## config.mk

```make
export PLATFORM = sky130hd
export DESIGN_NAME = pam4_gray_mapper_tx
export DESIGN_NICKNAME = d
export VERILOG_FILES = /design/src/rtl/pam4_gray_mapper_tx.sv
export SDC_FILE = /design/constraint.sdc
export NUM_CORES = 1
export LEC_CHECK = 0
export ABC_CLOCK_PERIOD_IN_PS = 1400
export BUFFER_PORTS_ARGS = -buffer_cell sky130_fd_sc_hd__buf_2
export CORE_MARGIN = 3
export CORE_UTILIZATION = 30
export DETAILED_ROUTE_END_ITERATION = 6
export GPL_TIMING_DRIVEN = 0
export PLACE_DENSITY_LB_ADDON = 0.2
export SLEW_MARGIN = 20
export SYNTH_ARGS = -nofsm -noshare
export SYNTH_HDL_FRONTEND = slang
export SYNTH_SLANG_ARGS = --single-unit
```

## constraint.sdc

```tcl
create_clock -name clk -period 1.4 [get_ports clk]
set_clock_uncertainty 0.2 [all_clocks]
set_input_delay 0.21 -clock clk [delete_from_list [all_inputs] [get_ports clk]]
set_output_delay 0.21 -clock clk [all_outputs]
set_load 0.01 [all_outputs]
```

## src/rtl/pam4_gray_mapper_tx.sv

```systemverilog
// Serialises WORD_W-bit words into WORD_W/2 PAM4 symbols, each optionally Gray-mapped (optional SYM_CNT_EN adds sym_count).
// Latency: first symbol is presented the cycle after the accept edge; sustains 1 symbol/cycle with zero-bubble word reload.
// Backpressure: symbol_ready low freezes the word in flight; word_ready rises only when empty or on the last symbol's handshake.
module pam4_gray_mapper_tx #(
    parameter int WORD_W    = 8,
    parameter bit MSB_FIRST = 1'b1
) (
    input  logic              clk,
    input  logic              rstn,
    input  logic [WORD_W-1:0] word_in,
    input  logic              word_valid,
    output logic              word_ready,
    input  logic              gray_en,
    output logic [1:0]        symbol_out,
    output logic              symbol_valid,
    input  logic              symbol_ready
`ifdef SYM_CNT_EN
    ,
    output logic [31:0]       sym_count
`endif
);

    localparam int N  = WORD_W / 2;
    localparam int CW = (N > 1) ? $clog2(N) : 1;
    localparam logic [CW-1:0] LAST = CW'(N - 1);

    typedef enum logic {
        EMPTY = 1'b0,
        BUSY  = 1'b1
    } state_t;

    state_t            state, state_nxt;
    logic [CW-1:0]     cnt, cnt_nxt;
    logic [WORD_W-1:0] shreg, shreg_nxt;
    logic              mode_q, mode_nxt;
    logic              last, accept, sym_hs;
    logic [1:0]        raw;

    assign last       = (cnt == LAST);
    assign word_ready = (state == EMPTY) || (last && symbol_ready);
    assign accept     = word_valid && word_ready;
    assign sym_hs     = (state == BUSY) && symbol_ready;

    always_ff @(posedge clk or negedge rstn) begin
        if (!rstn) begin
            state  <= EMPTY;
            cnt    <= '0;
            shreg  <= '0;
            mode_q <= 1'b0;
        end else begin
            state  <= state_nxt;
            cnt    <= cnt_nxt;
            shreg  <= shreg_nxt;
            mode_q <= mode_nxt;
        end
    end

    // Accept wins over the last-symbol retire so back-to-back words reload without a bubble.
    always_comb begin
        state_nxt = state;
        cnt_nxt   = cnt;
        shreg_nxt = shreg;
        mode_nxt  = mode_q;
        if (accept) begin
            state_nxt = BUSY;
            cnt_nxt   = '0;
            shreg_nxt = word_in;
            mode_nxt  = gray_en;
        end else if (sym_hs) begin
            if (last) begin
                state_nxt = EMPTY;
            end else begin
                cnt_nxt   = cnt + CW'(1);
                shreg_nxt = MSB_FIRST ? (shreg << 2) : (shreg >> 2);
            end
        end
    end

    assign raw          = MSB_FIRST ? shreg[WORD_W-1 -: 2] : shreg[1:0];
    assign symbol_valid = (state == BUSY);

    always_comb begin
        symbol_out = 2'b00;
        if (state == BUSY) begin
            symbol_out = mode_q ? {raw[1], raw[1] ^ raw[0]} : raw;
        end
    end

`ifdef SYM_CNT_EN
    always_ff @(posedge clk or negedge rstn) begin
        if (!rstn) begin
            sym_count <= 32'd0;
        end else if (sym_hs) begin
            sym_count <= sym_count + 32'd1;
        end
    end
`endif

endmodule

```

==> results.yml, run 1 <==
cts:
  tritoncts: "yes"
  cts_buffer_depth: 2
  htree_levels: 1
  cts_buffers: 3
  clock_sinks: 12
  cts-root-buf: "clkbuf_4"
  worstSkewPairLatency_ns: 0.29
  clk_pin_slew_ns: 0.08
route:
  dr.pass1.iters: 4
  vias: 694
  wl_per_cell_microns: 14.3
  drt_wl_total_microns: 1990
  drtIter0Drc: 5
  route.detailed.drc: 0
  final_antenna_net_count: 0
  viasPerCell: 4.99
yosys:
  synth_area_per_cell_sq_um: 10.5
  synthXorXnorAreaFrac_pct: 1.14
  synth_nets: 87
  synth_area_leader_cell: "dfrtp_1"
  synth_compound_area_share_pct: 25.7
  ys_warn_count: 0
  synthDistinctLibCells: 30
  yosysTopAreaCellShare_pct: 39.1
  yosysMostFrequentCell: "dfrtp_1"
  ys.flop_type: "dfrtp_1"
  synth-adder-area-share_pct: 1.63
  synth-edff-count: 0
  async_reset_ff_share_pct: 100
  synth_top_family_by_area: "compound AO/OA/AOI/OAI gates"
  synthSimpleGateAreaFrac_pct: 19.2
  ys_ff_latch: 12
  synth_area_sq_um: 768
  synthCells: 73
  ys_seq_area_share_pct: 39.1
  synth_top_cells_by_count: "dfrtp_1, nand2b_1, a221o_1, nand3b_1, nor2_1"
  synth.area.mux_share_pct: 4.89
  synth_area_leaders: "dfrtp_1, a221o_1, nand2b_1, nand3b_1, buf_6"
timing:
  tightestPinTransition_ns: 0.302
  slew_viol_final: 0
  hold_violations: 0
  fin_crit_ns: 1.56
  rsz0062_at_grt: "yes"
  maxSlewHeadroom_pct: 79.9
  finalCritPeriodShare_pct: 111
  setup_ws_ns: -0.159
  fmax_mhz: 641
  setup_viol: 13
run:
  drv_cap: 0
global_route:
  grt_pass1_vias: 715
  grt_max_degree: 13
  grt_pass1_wl_microns: 3310
  grt_antenna_before_repair: 0
  track_usage_pct: 13.3
  grt_overflow: 0
final_layout:
  finalNonFillerCells: 139
  area_growth_pct: 56.0
  fin_nets: 126
  post-route-util_pct: 51.7
  antennaDiodeCount: 0
  fill_cells: 222
  drive_gt1_share_pct: 49.5
floorplanning:
  core_area_sq_um: 2320
  num_io_pins: 17
  die_h_microns: 56.6
  die_area_sq_um: 3200
  initial_core_util_pct: 33.1
  fp-row-count: 17
  die_x_microns: 56.6
status:
  outcome: "complete, but fails checks"
  violations: "negative setup slack"
place:
  io_buffers: 14
  dp_cells: 115
  dp_slack_ns: -0.181
  place_congestion: 0.709
  dpl.hpwl_microns: 1210
worst_setup_path:
  r2r_cells: 5
  rr_startpoint: "cnt[0]"
  path_class: "reg2out"
  cp-endpoint: "word_ready"
  regToRegSetupSlack_ns: -0.13
  cp-end-kind: "output pin"
  r2r-end: "shreg[2]"
  critPathLaunchType: "flop"
  crit_required_ns: 0.99
  critPathMaxFanout: 4
  arrival_ns: 1.15
  startpoint: "cnt[0]"
power:
  power_uw: 2050
  p_leak_uw: 0.000546
  powerDensity_nw_per_um2: 1710
  irDropWorstVdd_mv: 0.994
worst_hold_path:
  min_path_type: "in2reg"
==> final cells by class <==
type	count	area (sq um)	area share, %
flip-flops and latches	12	302	25.2
multi-input cells	52	472	39.4
inverters	4	15.0	1.25
clock buffers	4	36.3	3.03
well taps	28	35.0	2.92
repair buffers	34	279	23.3
plain buffers	5	60.1	5.01
==> metrics by stage <==
stage          hold WS (ns)  TNS (ns)  instance area (sq um)
4_1_cts             0.00293    -0.946                   1140
3_3_place_gp        -0.0839     -1.18                    883
3_5_place_dp        -0.0866     -1.15                    883
5_1_grt              0.0484     -1.95                   1200
2_1_floorplan        -0.286    -0.106                    778
6_report            0.00898     -1.12                   1200
==> cell usage in the layout (no fill, tap or decap), drive strengths merged, types with 4 or more instances in the layout <==
cell type and instances:
buf 31, dfrtp 12, dlygate4sd3 8, nand2b 6
nand3b 5, a21boi 5, a221o 5, nor2 5
inv 4, clkbuf 4, nand2 4
==> kinds of logic (layout without fill, tap and decap cells) <==
logic type,Yosys count,count (layout)
XOR/XNOR,1,1
AO/OA/AOI/OAI,22,22
flip-flops,12,12
multiplexers,3,3
adder cells (fa/ha/maj),1,1
AND/OR/NAND/NOR,25,25
buffers and inverters,9,47
==> sequential cells by signal, summed over array words and instances, names as in the netlist <==
name and cells:
mode_q 1, cnt 2, shreg 8, symbol_valid 1
==> critical path: stages (launching register included) <==
cell and delay [ns]:
dfrtp_1 0.42, ha_4 0.20, nand2_4 0.08, nand2_4 0.05, buf_6 0.11
==> routing by layer <==
metal / track usage (%) / up-vias / wire (microns)
li1: - / 342 / -
met4: 3.05 / 0 / 17
met1: 16.1 / 333 / 896
met2: 22.9 / 17 / 967
met3: 4.14 / 2 / 106
met5: 0 / - / 0
==> power breakdown <==
group	internal [uW]	leakage [uW]	switching (uW)
clock	159	0.0000210	134
sequential	490	0.000148	121
combinational	698	0.000377	454
total	1350	0.000546	708
==> worst min path at each step <==
stage | to | slack [ns] | cells past startpoint | from
global placement | shreg[6] | -0.08 | 1 | rstn
detailed placement | mode_q | -0.09 | 1 | rstn
floorplan | cnt[0] | -0.29 | 0 | rstn
finish | symbol_valid | 0.009 | 3 | word_valid
CTS | symbol_valid | 0.003 | 3 | word_valid
global route | symbol_valid | 0.05 | 3 | word_valid
==> timing repair <==
item,4_1_cts,5_1_grt
gates cloned,0,1
hold buffers,8,0
endpoints found under the setup margin,15,15
resized for setup,16,9
endpoints found under the hold margin,20,0
buffers inserted,10,1
pin swaps,8,7
Power figures use the tool's default switching activity.
==> run 2: changes to the inputs <==
- ABC_AREA: not set -> 1
==> results.yml, run 2 <==
yosys:
  synthCells: 77
  yosysTopAreaCellShare_pct: 48.0
  synth_area_leaders: "dfrtp_1, nand2_1, nand3_1, nand4_1, nand2_2"
  synth_area_leader_cell: "dfrtp_1"
  synth-edff-count: 0
  ys_seq_area_share_pct: 48.0
  ys.flop_type: "dfrtp_1"
  synth_nets: 91
  synth_top_family_by_area: "simple AND/OR/NAND/NOR gates"
  ys_warn_count: 0
  synth_area_sq_um: 626
  synth.area.mux_share_pct: 0
  synth_top_cells_by_count: "nand2_1, dfrtp_1, nand3_1, inv_1, nand4_1"
  yosysMostFrequentCell: "nand2_1"
  synth-adder-area-share_pct: 2.00
  synthDistinctLibCells: 14
  async_reset_ff_share_pct: 100
  ys_ff_latch: 12
  synth_area_per_cell_sq_um: 8.12
  synthSimpleGateAreaFrac_pct: 35.4
  synthXorXnorAreaFrac_pct: 0
  synth_compound_area_share_pct: 6.20
timing:
  fmax_mhz: 660
  tightestPinTransition_ns: 0.285
  maxSlewHeadroom_pct: 81.0
  setup_viol: 12
  finalSetupTns_ns: -0.594
  finalCritPeriodShare_pct: 108
  rsz0062_at_grt: "yes"
  holdWs_ns: 0.0685
  setup_ws_ns: -0.115
  hold_violations: 0
  slew_viol_final: 0
  fin_crit_ns: 1.52
worst_setup_path:
  path_class: "reg2out"
  crit_slowest_cell: "dfrtp_1"
  path_cells: "ha_4 -> nand2_4 -> nand2_4 -> buf_6"
  cp_top_family: "flip-flops"
  startpoint: "cnt[0]"
  critPathLaunchType: "flop"
  slowest_delay_ns: 0.42
  arrival_ns: 1.11
  rr_startpoint: "cnt[0]"
  critPathMaxFanout: 2
  worst-path-buf-inv: 1
  crit_top_cell: "nand2_4"
  cp-end-kind: "output pin"
  crit_required_ns: 0.99
final_layout:
  final_common_cell: "nand2_1"
  largest_reg_flops: 8
  drive_gt1_share_pct: 44.7
  fill_cells: 203
  largest_register: "shreg"
  fin_nets: 130
  final_cell_mix: "nand2_1, buf_2, dfrtp_1, dlygate4sd3_1, buf_4"
  final_area_sq_um: 1010
  post-route-util_pct: 54.9
  reg_top3: "shreg x8, cnt x2"
  area_growth_pct: 61.4
  antennaDiodeCount: 0
floorplanning:
  die_area_sq_um: 2670
  die_h_microns: 51.7
  die_x_microns: 51.7
  fp-row-count: 15
  initial_core_util_pct: 34.0
  num_io_pins: 17
  core_area_sq_um: 1840
global_route:
  grt_pass1_wl_microns: 2570
  grt_antenna_before_repair: 0
  grt_overflow: 0
  grt_pass1_vias: 586
  track_usage_pct: 13.1
  grt_max_degree: 13
place:
  io_buffers: 15
  place_congestion: 0.682
  dpl.hpwl_microns: 926
  placed_area_sq_um: 732
  dp_slack_ns: -0.117
cts:
  cts_buffers: 3
  cts-root-buf: "clkbuf_4"
  cts_buffer_depth: 2
  tritoncts: "yes"
  clk_pin_slew_ns: 0.07
  worstSkewPairLatency_ns: 0.27
  clock_sinks: 12
  htree_levels: 1
route:
  drtIter0Drc: 11
  wl_per_cell_microns: 11.0
  dr.pass1.iters: 4
  route.detailed.drc: 0
  viasPerCell: 4.53
  final_antenna_net_count: 0
  vias: 630
  drt_wl_total_microns: 1530
power:
  p_leak_uw: 0.000532
  irDropWorstVdd_mv: 0.859
  powerDensity_nw_per_um2: 1650
status:
  outcome: "complete, but fails checks"
  violations: "negative setup slack"
worst_hold_path:
  min_path_type: "in2reg"
  min-delay-start: "symbol_ready"
run:
  drv_cap: 0
run 2: cell type report:
| type | instances | area (sq um) | area share, % |
|---|---|---|---|
| tap | 25 | 31.3 | 3.10 |
| timing repair buffer | 34 | 256 | 25.4 |
| buffer | 2 | 22.5 | 2.23 |
| multi-input combinational | 55 | 337 | 33.3 |
| clock buffer | 3 | 22.5 | 2.23 |
| inverter | 8 | 40.0 | 3.97 |
| sequential | 12 | 300 | 29.7 |
run 2: kinds of logic after synthesis:
family | after synthesis
simple gates | 50
flops | 12
buf+inv | 10
compound gates | 4
fa+ha+maj | 1
run 2: layer usage:
| layer | global-route usage, % | up-vias | part of all wire (%) |
|---|---|---|---|
| met4 | 5.24 | 0 | 0 |
| met1 | 17.7 | 286 | 47 |
| met5 | 0 | - | 0 |
| li1 | - | 329 | - |
| met2 | 18.4 | 15 | 48 |
| met3 | 5.44 | 0 | 5.2 |
run 2: worst paths after layout:
kind / endpoint / slack [ns] / depth (start not counted)
worst min-delay path: shreg[4] / 0.07 / 3
max in group asynchronous: shreg[1] / 0.64 / 2
worst max-delay path: word_ready / -0.12 / 4
worst min register to register: shreg[1] / 0.27 / 2
min in group asynchronous: symbol_valid / 0.14 / 2
worst max register to register: shreg[5] / -0.06 / 8
run 2: through the flow:
stage | total power (uW) | cells
global placement | 1100 | 117
CTS | 1510 | 136
global route | 1810 | 139
floorplan | 958 | 77
detailed placement | 1110 | 117
finish | 1660 | 139
run 2: what timing repair did:
| action | 4_1_cts | 5_1_grt |
|---|---|---|
| setup buffers | 7 | 3 |
| pin swaps | 3 | 5 |
| hold buffers | 9 | 0 |
| hold endpoints to repair | 20 | 0 |
| gates resized for setup | 9 | 14 |
| endpoints found under the setup margin | 14 | 14 |
run 2: worst min-delay path: stages:
cell	delay, ns
buf_6	0.13
nand4_1	0.09
nand3_1	0.07
run 2: where the power goes:
part           switching [uW]  internal, uW  total, uW
Combinational             419           445        864
Clock                     108          99.5        208
Sequential                110           481        591
==> run 3: changes to the inputs <==
- REMOVE_ABC_BUFFERS: not set -> 1
==> results.yml, run 3 (same netlist as run 2, synthesis figures left out) <==
cts:
  cts-root-buf: "clkbuf_4"
  cts_buffers: 3
  clk_pin_slew_ns: 0.07
  htree_levels: 1
  tritoncts: "yes"
  cts_buffer_depth: 2
  worstSkewPairLatency_ns: 0.27
  clock_sinks: 12
timing:
  finalCritPeriodShare_pct: 110
  hold_violations: 0
  fin_crit_ns: 1.54
  rsz0062_at_grt: "yes"
  tightestPinTransition_ns: 0.279
  slew_viol_final: 0
  fmax_mhz: 648
  setup_viol: 12
  finalSetupTns_ns: -0.464
  setup_ws_ns: -0.142
  maxSlewHeadroom_pct: 81.4
place:
  place_congestion: 0.694
  io_buffers: 16
  dp_slack_ns: -0.212
  dp_cells: 116
  dpl.hpwl_microns: 918
  placed_area_sq_um: 714
worst_setup_path:
  arrival_ns: 1.13
  r2r_cells: 8
  path_cells: "ha_4 -> nand2_4 -> nand2_4 -> buf_6"
  crit_slowest_cell: "dfrtp_1"
  path_class: "reg2out"
  regToRegSetupSlack_ns: -0.06
  rr_startpoint: "cnt[0]"
  crit_required_ns: 0.99
  r2r-end: "shreg[2]"
  slowest_delay_ns: 0.42
  critPathMaxFanout: 2
  critPathLaunchType: "flop"
  cp-end-kind: "output pin"
  crit_top_cell: "nand2_4"
floorplanning:
  core_area_sq_um: 1840
  die_area_sq_um: 2670
  die_x_microns: 51.7
  initial_core_util_pct: 34.0
  fp-row-count: 15
  num_io_pins: 17
  die_h_microns: 51.7
worst_hold_path:
  hold-path-endpoint: "shreg[6]"
  hold_depth: 5
  min_path_type: "in2reg"
  min-delay-start: "word_in[6]"
route:
  dr.pass1.iters: 4
  route.detailed.drc: 0
  drtIter0Drc: 23
  viasPerCell: 4.53
  wl_per_cell_microns: 11.3
  drt_wl_total_microns: 1530
  final_antenna_net_count: 0
  vias: 612
final_layout:
  fill_cells: 178
  final_area_sq_um: 996
  finalNonFillerCells: 135
  area_growth_pct: 59.2
  final_cell_mix: "nand2_1, buf_2, dfrtp_1, dlygate4sd3_1"
  largest_register: "shreg"
  post-route-util_pct: 54.1
  antennaDiodeCount: 0
  largest_reg_flops: 8
  final_common_cell: "nand2_1"
  drive_gt1_share_pct: 40.9
  fin_nets: 126
  reg_top3: "shreg x8, cnt x2"
power:
  irDropWorstVdd_mv: 0.953
  powerDensity_nw_per_um2: 1650
  p_leak_uw: 0.000532
status:
  violations: "negative setup slack"
  outcome: "complete, but fails checks"
global_route:
  track_usage_pct: 12.7
  grt_pass1_wl_microns: 2460
  grt_pass1_vias: 580
  grt_max_degree: 13
  grt_antenna_before_repair: 0
  grt_overflow: 0
run:
  drv_cap: 0
## run 3: changes by cell type in the layout (fill, tap and decap cells not counted), moves of 2 or more
cell and change:
buf_6 -4, buf_2 +2, nand2_4 +2, buf_4 -3
nand2_1 +2, nand2_2 -5
## run 3: routing by layer
layer  wire length, microns  track usage, %
met1                    714            16.3
met5                      0               0
met3                    109            5.44
met2                    691            19.1
met4                     10            3.93
## run 3: how the worst max path moves through the flow
| stage | startpoint | end | slack (ns) | cells after the start |
|---|---|---|---|---|
| 2_1_floorplan | cnt[0] | cnt[0] | -0.04 | 7 |
| 6_report | cnt[0] | word_ready | -0.14 | 4 |
| 5_1_grt | cnt[0] | word_ready | -0.18 | 4 |
| 3_3_place_gp | cnt[0] | cnt[0] | -0.21 | 7 |
| 4_1_cts | cnt[0] | word_ready | -0.14 | 4 |
| 3_5_place_dp | cnt[0] | cnt[0] | -0.21 | 7 |
## run 3: what timing repair did
action	in CTS	in global routing
gates resized for setup	5	20
pin swaps	1	7
setup buffers	2	5
hold buffers	9	0
endpoints found under the hold margin	20	0
setup endpoints to repair	15	14
## run 3: area by class of cell
type / count / area [sq um] / share of cell area [%]
Multi-Input combinational cell: 55 / 357 / 35.8
Sequential cell: 12 / 302 / 30.3
Tap cell: 25 / 31.3 / 3.14
Timing Repair Buffer: 32 / 241 / 24.2
Inverter: 8 / 42.5 / 4.27
Clock buffer: 3 / 22.5 / 2.26
## run 3: where the power goes
group          internal [uW]  leakage (uW)  total [uW]  switching, uW
clock network           99.5     0.0000138         208            108
logic                    419      0.000366         846            427
registers                482      0.000152         587            105
## run 3: critical path, delay by kind of cell (launching register included)
kind          cells  cell delay, ns
simple gates      2            0.13
flops             1            0.42
fa+ha+maj         1            0.20
buf+inv           1            0.12
## run 3: metrics by stage
stage          total power [uW]  hold slack (ns)
2_1_floorplan               933           -0.286
3_3_place_gp               1080          -0.0945
3_5_place_dp               1090          -0.0992
4_1_cts                    1370           0.0182
5_1_grt                    1770            0.113
6_report                   1640           0.0737
